`src/rtl/pc_pkg.sv`:
```
// pc_pkg: constants and types shared by the program-counter sequencer.
//   DEFAULT_WIDTH      default PC / address width
//   DEFAULT_RESET_ADDR default PC value after reset
//   pc_src_t           source selected for the next PC value
package pc_pkg;

  localparam int DEFAULT_WIDTH      = 16;
  localparam int DEFAULT_RESET_ADDR = 0;

  typedef enum logic [2:0] {
    PC_HOLD = 3'd0,
    PC_INC  = 3'd1,
    PC_BR   = 3'd2,
    PC_CALL = 3'd3,
    PC_RET  = 3'd4
  } pc_src_t;

endpackage

```
`src/rtl/pc_sequencer_ras_stack.sv`:
```
// ras_stack: circular return-address LIFO.
//   A push when full overwrites the oldest entry and the count stays at
//   RAS_DEPTH. A pop when empty is ignored. push and pop are never both
//   asserted by the owner.
// Ports:
//   clk        in  clock
//   reset      in  synchronous active-high reset (clears count and pointer)
//   push       in  store push_data as the new top
//   pop        in  discard the top entry
//   push_data  in  WIDTH value to store
//   top        out WIDTH most recently pushed live entry
//   empty      out no live entries
//   full       out RAS_DEPTH live entries
module ras_stack
  import pc_pkg::*;
#(
  parameter int WIDTH     = DEFAULT_WIDTH,
  parameter int RAS_DEPTH = 4
) (
  input  logic             clk,
  input  logic             reset,
  input  logic             push,
  input  logic             pop,
  input  logic [WIDTH-1:0] push_data,
  output logic [WIDTH-1:0] top,
  output logic             empty,
  output logic             full
);

  localparam int PW = $clog2(RAS_DEPTH);
  localparam int CW = PW + 1;

  logic [WIDTH-1:0] mem [RAS_DEPTH];
  // ptr_reg addresses the next free slot; when full it points at the
  // oldest entry, so a push naturally overwrites it.
  logic [PW-1:0]    ptr_reg;
  logic [CW-1:0]    count_reg;

  always_ff @(posedge clk) begin
    if (push) begin
      mem[ptr_reg] <= push_data;
    end
  end

  always_ff @(posedge clk) begin
    if (reset) begin
      ptr_reg   <= '0;
      count_reg <= '0;
    end else if (push) begin
      ptr_reg <= ptr_reg + PW'(1);
      if (!full) begin
        count_reg <= count_reg + CW'(1);
      end
    end else if (pop && !empty) begin
      ptr_reg   <= ptr_reg - PW'(1);
      count_reg <= count_reg - CW'(1);
    end
  end

  assign top   = mem[ptr_reg - PW'(1)];
  assign empty = (count_reg == '0);
  assign full  = (count_reg == CW'(RAS_DEPTH));

endmodule

```
`src/rtl/pc_sequencer.sv`:
```
// pc_sequencer: program-counter sequencer for the fetch stage.
//   Holds the PC, advances it by STEP, and supports stall, branch load and
//   call/return through a circular return-address stack.
//   Per-cycle priority: reset > stall > ret > call > branch > increment.
// Optional feature macro: PC_RAS_ERR_EN adds the sticky ras_err output
//   (set by a ret on empty or a call on full, cleared only by reset).
// Ports:
//   clk, reset            clock and synchronous active-high reset
//   stall                 hold PC and RAS, drop all commands
//   branch_en             load branch_target
//   branch_target         branch / jump / call destination
//   call_en               push pc_plus, load branch_target
//   ret_en                pop RAS top into pc
//   pc                    registered program counter
//   pc_plus               combinational pc + STEP (link value)
//   ras_empty, ras_full   RAS occupancy flags
//   ras_err               sticky fault flag (PC_RAS_ERR_EN only)
module pc_sequencer
  import pc_pkg::*;
#(
  parameter int WIDTH      = DEFAULT_WIDTH,
  parameter int STEP       = 1,
  parameter int RAS_DEPTH  = 4,
  parameter int RESET_ADDR = DEFAULT_RESET_ADDR
) (
  input  logic             clk,
  input  logic             reset,
  input  logic             stall,
  input  logic             branch_en,
  input  logic [WIDTH-1:0] branch_target,
  input  logic             call_en,
  input  logic             ret_en,
  output logic [WIDTH-1:0] pc,
  output logic [WIDTH-1:0] pc_plus,
  output logic             ras_empty,
  output logic             ras_full
`ifdef PC_RAS_ERR_EN
  ,
  output logic             ras_err
`endif
);

  pc_src_t          pc_src;
  logic [WIDTH-1:0] pc_reg;
  logic [WIDTH-1:0] pc_next;
  logic [WIDTH-1:0] ras_top;

  assign pc      = pc_reg;
  assign pc_plus = pc_reg + WIDTH'(STEP);

  // A ret on an empty stack falls back to a plain increment.
  always_comb begin
    pc_src = PC_INC;
    if (stall) begin
      pc_src = PC_HOLD;
    end else if (ret_en) begin
      pc_src = ras_empty ? PC_INC : PC_RET;
    end else if (call_en) begin
      pc_src = PC_CALL;
    end else if (branch_en) begin
      pc_src = PC_BR;
    end
  end

  always_comb begin
    pc_next = pc_plus;
    case (pc_src)
      PC_HOLD: pc_next = pc_reg;
      PC_INC:  pc_next = pc_plus;
      PC_BR:   pc_next = branch_target;
      PC_CALL: pc_next = branch_target;
      PC_RET:  pc_next = ras_top;
      default: pc_next = pc_plus;
    endcase
  end

  always_ff @(posedge clk) begin
    if (reset) begin
      pc_reg <= WIDTH'(RESET_ADDR);
    end else begin
      pc_reg <= pc_next;
    end
  end

  ras_stack #(
    .WIDTH     (WIDTH),
    .RAS_DEPTH (RAS_DEPTH)
  ) u_ras (
    .clk       (clk),
    .reset     (reset),
    .push      (pc_src == PC_CALL),
    .pop       (pc_src == PC_RET),
    .push_data (pc_plus),
    .top       (ras_top),
    .empty     (ras_empty),
    .full      (ras_full)
  );

`ifdef PC_RAS_ERR_EN
  logic fault;
  logic ras_err_reg;

  assign fault = !stall && ((ret_en && ras_empty) ||
                            (!ret_en && call_en && ras_full));

  always_ff @(posedge clk) begin
    if (reset) begin
      ras_err_reg <= 1'b0;
    end else if (fault) begin
      ras_err_reg <= 1'b1;
    end
  end

  assign ras_err = ras_err_reg;
`endif

endmodule

```
`config.mk`:
```
export PLATFORM = sky130hd
export DESIGN_NAME = pc_sequencer
export DESIGN_NICKNAME = d
export VERILOG_FILES = /design/src/rtl/pc_pkg.sv /design/src/rtl/pc_sequencer_ras_stack.sv /design/src/rtl/pc_sequencer.sv
export SDC_FILE = /design/constraint.sdc
export NUM_CORES = 1
export LEC_CHECK = 0
export ABC_CLOCK_PERIOD_IN_PS = 3100
export CORE_UTILIZATION = 60
export CTS_CLUSTER_SIZE = 25
export DETAILED_ROUTE_END_ITERATION = 10
export DONT_BUFFER_PORTS = 1
export PLACE_DENSITY = 0.84
export SETUP_SLACK_MARGIN = 0.5
export SLEW_MARGIN = 40
export SYNTH_ARGS = -nofsm -noshare
export SYNTH_HDL_FRONTEND = slang
export SYNTH_HIERARCHICAL = 1
export SYNTH_SLANG_ARGS = --single-unit
```
`constraint.sdc`:
```
create_clock -name clk -period 3.1 [get_ports clk]
set_input_delay 0.31 -clock clk [delete_from_list [all_inputs] [get_ports clk]]
set_output_delay 0.31 -clock clk [all_outputs]
set_load 0.05 [all_outputs]
```
# After elaboration in Yosys (flattened, before gate mapping)
# Memory sizes are Yosys's and may differ from the RTL's.
# Index checks and enable logic that the tools add are counted.
dict set report classes {
  add_sub_neg 5
  eq_ne 5
  muxes 13
  reduce_logical 7
}
# operator count
set ops {}
lappend ops {{$pmux W16 S3} 1}
lappend ops {{$mux W3} 6}
lappend ops {{$add A16 B1 Y16 const B} 1}
lappend ops {{$mux W2} 4}
lappend ops {{$eq A3 B2 Y1 const B} 2}
lappend ops {{$eq A3 B3 Y1 const B} 2}
lappend ops {{$logic_not A3 Y1} 2}
lappend ops {{$add A3 B1 Y3 const B} 1}
lappend ops {{$sub A3 B1 Y3 const B} 1}
lappend ops {{$add A2 B1 Y2 const B} 1}
lappend ops {{$mux W1} 2}
lappend ops {{$ne A2 B2 Y1 const B} 1}
lappend ops {{$reduce_and A2 Y1} 1}
lappend ops {{$reduce_bool A2 Y1} 1}
lappend ops {{$reduce_or A2 Y1} 1}
lappend ops {{$sub A2 B1 Y2 const B} 1}
lappend ops {{$logic_and A1 B1 Y1} 1}
lappend ops {{$logic_not A1 Y1} 1}
dict set report totals {
  reg_bits 21
  ramBits 64
  inputBits 22
  out_inout_bits 34
  word_cells 34
  memories 1
}
# memory words width rd rd_clocked_by_memory_dff wr line
set mem_list {}
lappend mem_list {u_ras.mem 4 16 1 0 1 pc_sequencer_ras_stack.sv:33} ;# logic [WIDTH-1:0] mem [RAS_DEPTH];

# Longest topological paths before layout
dict set report depth {
  ltp_word 8
  mapped_depth 11
  depth_no_buf 7
}

# Cells and area by module
# Netlist, hierarchy kept.
# module instances cells_each area_per_inst_um2
set by_module_without_submodules {}
lappend by_module_without_submodules {ras_stack 1 132 2701.3}
lappend by_module_without_submodules {pc_sequencer 1 173 1337.5}

# Worst setup path before layout
# Ideal clock, no wire load.
dict set report synth_timing {
  path_kind {register to register}
  from {register pc_reg[1], in the netlist pc[1]}
  to {memory u_ras/mem[0][12] (netlist bit) (data pin)}
  setup_ps 379
  t_arrival_ps 2526
  t_required_ps 2721
  setup_slack_ps 196
  stages_incl_launch_ff 6
  n_path_buf 1
  path_cell_list {dfxtp_1 > ha_1 > and3_1 > clkbuf_1 > nand4_1 > xnor2_1}
}
dict set report synth_between {
  elab_chain_cells 1
}
# item line
set synth_lines {}
lappend synth_lines {{start, declared} pc_sequencer.sv:44} ;# logic [WIDTH-1:0] pc_reg;
lappend synth_lines {{start signal, assigned} pc_sequencer.sv:79} ;# pc_reg <= WIDTH'(RESET_ADDR);
lappend synth_lines {{start signal, assigned} pc_sequencer.sv:81} ;# pc_reg <= pc_next;
lappend synth_lines {{$add A16 B1 Y16} pc_sequencer.sv:49} ;# assign pc_plus = pc_reg + WIDTH'(STEP);
lappend synth_lines {{via pc_plus[12]} pc_sequencer.sv:34} ;# output logic [WIDTH-1:0] pc_plus,
lappend synth_lines {{end, declared} pc_sequencer_ras_stack.sv:33}
# The timed path passes the listed nets, and every way through them passes these cells.

# Worst setup path after layout
dict set report layout_timing {
  from {register pc_reg[10], in the netlist pc[10]}
  to {output port pc_plus[13]}
}
dict set report layout_between {
  elab_chain_cells 1
}
# item line
set layout_lines {}
lappend layout_lines {{$add A16 B1 Y16} pc_sequencer.sv:49}
lappend layout_lines {{end, declared} pc_sequencer.sv:34}
# Every way passes these cells.

==> results.toml <==
[routing]
final_antenna_net_count = 0
wirelength_um = 9310
vias_per_cell = 6.80
post_drt_wl_per_cell_um = 22.5
dr.pass1.iters = 8
drc = 2
num_vias = 2809
drtIter0Drc = 317

[sta]
final-setup-viol-count = 0
max_freq_mhz = 396
worst_pin_slew_ns = 0.782
finalWorstSetupSlack_ns = 0.576
slew_headroom_pct = 47.6
hold_violations = 0
tns_ns = 0
grt_setup_unrepaired = "no"
period_minus_slack_ns = 2.52
final_max_slew_viol_count = 0
skew_ns = 0.0106
min_period_over_period_pct = 81.4

[layout]
fin_nets = 359
n_antenna_cell = 0
drive_above_1_share_pct = 27.7
nFillCells = 403
fin_cells = 413
final_area_um2 = 4630
largest_register_ffs = 64
area_growth_pct = 14.7

[logic_synthesis]
synth_nets = 333
synth_top_area_cell = "edfxtp_1"
synth_flop_cell = "edfxtp_1"
yosysMostFrequentCell = "edfxtp_1"
ys_types = 55
ys_seq_elements = 85
yosys_warnings = 6
seq_area_frac_synth_pct = 58.0
syn_area_um2 = 4040
synthCells = 305
yosys-top-cells-count = "edfxtp_1, dfxtp_1, mux4_2"
synthArstFlopShare_pct = 0
syn_avg_cell_area_um2 = 13.2
yosysTopAreaCellShare_pct = 47.6
synth_edf_count = 64
yosys-top-cells-area = "edfxtp_1, dfxtp_1, mux4_2"

[clock_network]
insertion_delay_ns = 0.36
root_buffer = "clkbuf_8"
path_clk_slew_ns = 0.09
cts_buffers = 9
clkSinkCount = 85
cts_tree = "yes"
cts_buffer_depth = 2
cts_htree_levels = 3

[setup_path]
cp.arrival_ns = 2.21
worstReg2RegStart = "u_ras/ptr_reg[0]"
ff2ff_path_depth = 6
cp_common_cell = "buf_4"
r2r_slack_ns = 0.91
endpoint_kind = "output pin"
crit_path_max_fanout = 5
startpoint_type = "register"
worstReg2RegEnd = "pc[5]"
cp_slowest_cell = "or4_4"
path_cells = "buf_4, nand4_1, or4_4, xnor2_2, buf_4"
cp_slowest_stage_delay_ns = 0.60
required_ns = 2.79
critPathKind = "register to output pin"
crit_buf_inv = 2
critical_path.top_delay_family = "simple AND/OR/NAND/NOR gates"

[hold_path]
min_path_type = "input port to register"
hold_depth = 1
min_from = "reset"
whs_endpoint = "u_ras/count_reg[0]"

[global_route]
grt_start_max_net_pins = 29
grtUsageTotal_pct = 27.8
antenna_found_initial = 0
grt-ovfl-total = 0
grt_pass1_vias = 2692
grt_pass1_wl_um = 14500

[die]
die_area_um2 = 7060
fp.dieH_um = 84.0
row_count = 29
io_pins = 56
core_um2 = 6420
start_util_pct = 62.9
die_w_um = 84.0

[power]
leakagePower_nw = 1.61
powerDensity_nw_per_um2 = 517
peakVddDrop_v = 0.000323
power_mw = 2.39

[run_status]
status = "finished with violations"
violations = "design-rule violations"

[run]
drv_cap = 0

[placed_design]
dp_cells = 391
hpwl_um = 6090
pre_cts_ws_ns = 0.598
place.gp.congestion = 0.892
port_buffers = 0
placed_cell_area_um2 = 4320
-- timing repair --
item	4_1_cts	5_1_grt
pin swaps	0	3
hold endpoints to repair	0	3
gates resized for setup	6	3
hold buffers	0	2
setup endpoints to repair	4	4
setup buffers	0	4
-- per-stage QoR --
step | hold slack (ns) | utilization, %
after detailed placement | 0.385 | 67.2
after global placement | 0.383 | 67.2
after CTS | 0.00536 | 70.8
final | 0.0228 | 72.1
after floorplan | 0.379 | -
after global routing | 0.00494 | 72.1
-- cell usage in the layout, fill, tap and decap left out, types with 3 or more instances in the layout --
cell and n:
a21oi_1 14, mux4_2 16, edfxtp_1 64, a31oi_1 13, clkbuf_8 10, o21ai_0 8
a221oi_1 13, xor2_1 3, xnor2_2 4, or3_1 3, buf_4 35, nand3_1 14
nand2_1 13, nand4_1 6, and2_1 6, nor3_1 5, inv_1 9, nor2_1 9
dfxtp_1 18, ha_1 5, o22a_1 4, a32oi_1 3, a21o_1 3
-- cell families after synthesis --
| group | share of synthesized area [%] |
|---|---|
| AOI/OAI and AO/OA | 12.5 |
| adders and majority gates | 2.04 |
| xor gates and xnor gates | 3.04 |
| and+or+nand+nor | 11.5 |
| DFF | 58.0 |
| muxes | 8.92 |
| buffers and inverters | 4.03 |
-- final cells by class --
type	instances	area, um2	area share, %
clock buffer	11	141	3.05
sequential	85	2350	50.7
inverter	10	37.5	0.811
tap	77	96.3	2.08
timing repair buffer	37	283	6.11
clock inverter	5	58.8	1.27
multi-input combinational	188	1670	36.0
-- power breakdown --
| group | switching, mW | internal (mW) |
|---|---|---|
| Combinational | 0.220 | 0.0997 |
| Sequential | 0.0278 | 1.25 |
| Clock | 0.396 | 0.396 |
-- how the worst max path moves through the flow --
stage,from,to,slack [ns],depth (start not counted)
4_1_cts,pc[10],pc_plus[13],0.51,5
3_5_place_dp,pc[1],pc_plus[14],0.60,5
2_1_floorplan,pc[0],pc_plus[14],0.50,4
5_1_grt,pc[1],pc_plus[12],0.48,5
6_report,pc[10],pc_plus[13],0.58,5
3_3_place_gp,pc[1],pc_plus[14],0.69,5
-- layer usage --
layer / wire (um) / track usage, % / vias to the layer above
met4: 219 / 10.7 / 0
met5: 0 / 0 / -
met2: 4540 / 43.4 / 154
li1: - / - / 1259
met1: 3690 / 36.2 / 1367
met3: 861 / 9.30 / 29
No activity file was read; power rests on OpenSTA's default activity.
